==> config.mk <==
export PLATFORM = sky130hd
export DESIGN_NAME = addr_region_ctrl
export DESIGN_NICKNAME = d
export VERILOG_FILES = /design/src/rtl/addr_region_ctrl.sv
export SDC_FILE = /design/constraint.sdc
export NUM_CORES = 1
export LEC_CHECK = 0
export BUFFER_PORTS_ARGS = -buffer_cell sky130_fd_sc_hd__buf_2
export CAP_MARGIN = 0
export CORE_MARGIN = 10
export CORE_UTILIZATION = 31
export CTS_CLUSTER_DIAMETER = 50
export DETAILED_ROUTE_END_ITERATION = 8
export PLACE_DENSITY_LB_ADDON = 0.08
export SLEW_MARGIN = 10
export SYNTH_ARGS = -nofsm -noshare
export SYNTH_HDL_FRONTEND = slang
export SYNTH_SLANG_ARGS = --single-unit
==> constraint.sdc <==
create_clock -name CLK -period 2.78 [get_ports CLK]
set_input_delay 0.278 -clock CLK [delete_from_list [all_inputs] [get_ports CLK]]
set_output_delay 0.278 -clock CLK [all_outputs]
set_load 0.05 [all_outputs]
==> src/rtl/addr_region_ctrl.sv <==
// rtl/addr_region_ctrl.sv - address region decoder with per-region wait states and chip select
// Optional feature macro: ADDR_REGION_MISS_ERR_EN (unmapped requests raise a one-cycle BusErr)

module addr_region_ctrl #(
  parameter int                        ADDR_W    = 32,
  parameter int                        N_REG     = 4,
  parameter int                        WAIT_W    = 4,
  parameter logic [N_REG*ADDR_W-1:0]   REG_BASE  = {32'h0000_0800, 32'h0000_2000,
                                                    32'h0000_1000, 32'h0000_0500},
  parameter logic [N_REG*ADDR_W-1:0]   REG_LIMIT = {32'h0000_0BFF, 32'h0000_2FFF,
                                                    32'h0000_1FFF, 32'h0000_08FF},
  parameter logic [N_REG*WAIT_W-1:0]   REG_WAIT  = {4'd1, 4'd5, 4'd2, 4'd0}
) (
  input  logic              CLK,
  input  logic              RST,
  input  logic [ADDR_W-1:0] Address,
  input  logic              Req,
  output logic [N_REG-1:0]  CS,
  output logic              Ready,
  output logic              BusErr,
  output logic              Busy
);

`ifdef ADDR_REGION_MISS_ERR_EN
  typedef enum logic [1:0] {
    S_IDLE = 2'd0,
    S_WAIT = 2'd1,
    S_ERR  = 2'd2
  } state_t;
`else
  typedef enum logic [0:0] {
    S_IDLE = 1'b0,
    S_WAIT = 1'b1
  } state_t;
`endif

  state_t              state_q, state_d;
  logic [N_REG-1:0]    cs_q, cs_d;
  logic [WAIT_W-1:0]   cnt_q, cnt_d;

  logic [N_REG-1:0]    hit;
  logic                hit_any;
  logic [N_REG-1:0]    cs_sel;
  logic [WAIT_W-1:0]   wait_sel;

  // Per-region inclusive range compare, unsigned
  always_comb begin
    hit = '0;
    for (int k = 0; k < N_REG; k++) begin
      hit[k] = (Address >= REG_BASE[k*ADDR_W +: ADDR_W]) &&
               (Address <= REG_LIMIT[k*ADDR_W +: ADDR_W]);
    end
  end

  // Priority select: walk from the top so the lowest hitting index wins
  always_comb begin
    hit_any  = 1'b0;
    cs_sel   = '0;
    wait_sel = '0;
    for (int k = N_REG - 1; k >= 0; k--) begin
      if (hit[k]) begin
        hit_any   = 1'b1;
        cs_sel    = '0;
        cs_sel[k] = 1'b1;
        wait_sel  = REG_WAIT[k*WAIT_W +: WAIT_W];
      end
    end
  end

  // State, chip select and wait counter registers
  always_ff @(posedge CLK) begin
    if (RST) begin
      state_q <= S_IDLE;
      cs_q    <= '0;
      cnt_q   <= '0;
    end else begin
      state_q <= state_d;
      cs_q    <= cs_d;
      cnt_q   <= cnt_d;
    end
  end

  // Next-state: accept only in IDLE, so Req and Address are ignored while busy
  always_comb begin
    state_d = state_q;
    cs_d    = cs_q;
    cnt_d   = cnt_q;
    case (state_q)
      S_IDLE: begin
        cs_d = '0;
        if (Req && hit_any) begin
          state_d = S_WAIT;
          cs_d    = cs_sel;
          cnt_d   = wait_sel;
        end
`ifdef ADDR_REGION_MISS_ERR_EN
        else if (Req) begin
          state_d = S_ERR;
          cnt_d   = '0;
        end
`endif
      end
      S_WAIT: begin
        if (cnt_q == '0) begin
          state_d = S_IDLE;
          cs_d    = '0;
        end else begin
          cnt_d = cnt_q - WAIT_W'(1);
        end
      end
`ifdef ADDR_REGION_MISS_ERR_EN
      S_ERR: begin
        state_d = S_IDLE;
        cs_d    = '0;
        cnt_d   = '0;
      end
`endif
      default: begin
        state_d = S_IDLE;
        cs_d    = '0;
        cnt_d   = '0;
      end
    endcase
  end

  // Outputs: strobes decoded from the registered state, so they drop on the same edge as reset
  always_comb begin
    Ready  = (state_q == S_WAIT) && (cnt_q == '0);
    Busy   = (state_q != S_IDLE);
`ifdef ADDR_REGION_MISS_ERR_EN
    BusErr = (state_q == S_ERR);
`else
    BusErr = 1'b0;
`endif
  end

  assign CS = cs_q;

endmodule
==> summary by stage <==
GRT
Entering global routing, the biggest net connects 10 pins. Global routing consumed, over all layers together, ~9% of the routing resources. The remaining global-route overflow is 0. The first global-routing pass estimated a little under 3 mm of wire. The initial antenna violation count is 0. The number of global-route vias before repair came to between 600 and 700.

Power
Per report_power, the sequential group accounts for a little under half of the total. The portion of total power attributed to combinational logic is approximately 15%. Net switching is between 20% and 30% of the power.

Cell internal power was estimated by the tool at between 200 and 250 uW. The worst ir drop on vdd is roughly 0.20 mV. Per report_power, the clock group accounts for between 30% and 40% of the total. Dividing total power by cell area gives a power density of ~340 nW/um^2. Summed over all cells, the static leakage comes to approximately 0.00035 uW. The analysis attributes to net switching a power of ~67 uW.

Synthesis
The gate count after technology mapping is 73. The average size of a mapped cell is ~8 sq um. The synthesized design contains 9 register bits. The mapped netlist covers between 500 and 600 sq um.

Counting every net in the synthesized netlist gives 110. The netlist uses 33 different library cells. After synthesis, flip-flops and latches occupy 30.1% of the total area. The number of warnings reported in the yosys synthesis log is 0.

Placement
Buffers placed on the I/O ports in this run total 32. The detailed-placement wirelength estimate is about 1.5 mm. At the placement stage, the worst setup path has a slack of 0.935 ns.

The placer's final routability congestion estimate is roughly 0.79.

Hold path
The hold path startpoint is RST. The tightest min-delay check is of the primary input to register type.

Floorplan
From bottom edge to top edge, the die measures between 60 and 70 um. The effective utilization at floorplan is between 30% and 40%. For this design the top-level I/O count stands at 42. In this run the core area contains 15 standard-cell rows. The floorplan core area is between 1500 and 2000 sq um.

The die covers around 4100 sq um. The floorplan step set the die width to about 64 um.

Clock tree
The clock latency on the worst-skew pair is 0.26 ns. Buffers added to address setup during post-CTS repair amount to 0. For this design, the CTS-stage hold fixing added 0 buffers.

The clock net in this run drives a total of 9 sinks. The number of buffers created by CTS is 3. The root cell of the clock tree is clkbuf_4. The H-tree depth is 1. After clock tree synthesis, the clock-pin slew on the worst setup and hold paths is approximately 0.060 ns. The count of instances resized after the clock tree is built is 0. The buffer depth of the longest clock path is 2.

The TritonCTS clock tree is done.

STA
The highest clock frequency the design can meet is approximately 610 MHz. The final setup slack of the worst path is around 1.1 ns. The smallest clock period supported by the final layout is computed as ~1.6 ns. The worst hold slack after final layout is just over 0.3 ns. Setup repair after global routing left no endpoint under its margin.

The final-report setup violation count is 0. The clock skew after layout is between 0.009 and 0.01 ns. The total count of max-transition violations in the final report is 0. The final clock period utilization by the worst path is between 50% and 60%.

Measured against its own limit, the worst slew margin works out to about 60%. Adding up every negative setup slack in the final design gives 0 ns. The count of endpoints failing hold in the final timing report is 0. The slew at the pin closest to its max-slew limit is about 0.60 ns.

Worst setup path
Together, buffers and inverters on the worst path number 2. Among cell families on the critical path, the largest total delay comes from flip-flops. The required time of the worst setup path is approximately 2.5 ns. The startpoint class of the critical path is a register. The slowest library cell on the worst path is dfxtp_1. The worst setup path is captured at a primary output. The reg-to-reg startpoint is Busy. In this run the worst path has a maximum fanout of 7.

The worst setup path startpoint is Busy. The critical path data arrival time is 1.37 ns. Traced cell by cell, the critical path runs through inv_1 > nor3_1 > buf_2. In this design, the stage delay of the slowest critical-path cell is roughly 0.46 ns. The critical path start-end classification is register to primary output.

Drt
The number of DRC violations after detailed routing is 0. For this block, the initial DRC count from the detailed router was 20. Wires add up to 1.73 mm. The detail-routed net length per standard cell is 13.1 um. The total via count after detailed routing is about 650. The vias per cell is about 4.9. For this run, the detailed router's first-pass iteration total came to 4. The post-detailed-route count of antenna-violating nets is 0.

Outcome
The flow ran to the end, and the final reports show no timing, DRC or antenna violations.

Final layout
The share of final-layout standard cells stronger than drive strength 1 is between 30% and 40%. The final antenna diode count is 0. From synthesis to final layout, the design area changed by 34.5%. The final layout contains 145 nets.

Flow run
The number of maximum-capacitance constraint violations is 0.
-- synthesized netlist by cell type, drive strengths merged --
| master | number | area, sq um |
|---|---|---|
| nor3b | 1 | 7.51 |
| a22oi | 1 | 7.51 |
| a21oi | 4 | 20.0 |
| nand2b | 1 | 6.26 |
| and2 | 1 | 6.26 |
| a311oi | 1 | 8.76 |
| nor4 | 6 | 58.8 |
| conb | 1 | 3.75 |
| or2 | 1 | 6.26 |
| o32ai | 1 | 8.76 |
| o22ai | 1 | 6.26 |
| o21ai | 1 | 5.00 |
| dfxtp | 9 | 180 |
| o31ai | 3 | 22.5 |
| buf | 1 | 7.51 |
| inv | 5 | 18.8 |
| nor2 | 7 | 26.3 |
| a31o | 1 | 8.76 |
| nor3 | 3 | 15.0 |
| mux2i | 1 | 10.0 |
| xnor2 | 1 | 8.76 |
| nor2b | 4 | 25.0 |
| or4 | 1 | 11.3 |
| nand2 | 6 | 22.5 |
| ha | 2 | 25.0 |
| clkbuf | 1 | 3.75 |
| a32o | 1 | 10.0 |
| nand3 | 4 | 25.0 |
| a32oi | 2 | 17.5 |
| a2111oi | 1 | 15.0 |
-- layout make-up --
cell class / instances / area [sq um]
repair buffers: 32 / 160
inverters: 5 / 18.8
flip-flops and latches: 9 / 180
clock buffers: 4 / 26.3
multi-input cells: 57 / 388
fillers: 187 / 978
well taps: 25 / 31.3
-- final timing paths --
check / slack (ns) / cells past startpoint / endpoint
worst min-delay path: 0.31 / 2 / cnt_q[1]
worst max register to register: 1.15 / 5 / cnt_q[2]
worst min register to register: 0.46 / 2 / CS[3]
worst max-delay path: 1.13 / 3 / Ready
-- power groups by stage --
stage	Clock [uW]	Sequential, uW	Combinational (uW)
3_3_place_gp	0	132	40.1
2_1_floorplan	0	132	18.1
5_1_grt	113	129	45.5
3_5_place_dp	0	132	40.7
4_1_cts	106	129	40.7
6_report	101	129	40.6
-- layer usage --
layer,global-route usage (%),share of wire (%),routed length [um]
met1,10.7,44,765
met3,4.88,9.2,159
met4,3.28,0.69,12
met5,0,0,0
met2,12.7,46,794
-- registers in the layout (all words and copies together) (netlist names) --
signal,count
CS,4
cnt_q,4
Busy,1
-- worst reg2reg max path, stage by stage (launching register included) --
cell and delay [ns]:
dfxtp_1 0.38, nor2b_1 0.21, nand2_1 0.09, nor4_1 0.47
o22ai_1 0.14, a32o_1 0.23
-- stage by stage --
stage	instance area (sq um)	std cells	utilization, %	total power, uW
3_5_place_dp	778	128	43.6	173
5_1_grt	805	132	45.1	287
6_report	805	132	45.1	270
3_3_place_gp	778	128	43.6	172
2_1_floorplan	598	73	-	150
4_1_cts	805	132	45.1	275
-- kinds of logic after synthesis --
kind of cell               share of synthesized area (%)
other                                              0.627
and+or+nand+nor                                     35.1
buffers and inverters                               5.02
adders and majority gates                           4.18
AOI/OAI and AO/OA                                   21.8
xor gates and xnor gates                            1.46
muxes                                               1.67
DFF                                                 30.1
-- layout by cell type, fill, tap and decap left out, types with 2 or more instances in the layout --
master and count:
a32oi_1 2, nor3_1 3, nand3_1 3, nand2_1 6
a21oi_1 4, nor2b_1 4, inv_1 5, dfxtp_1 9
buf_2 32, nor4_1 4, ha_1 2, nor2_1 7
clkbuf_4 3, o31ai_1 3
(Power assumes the default switching activity.)
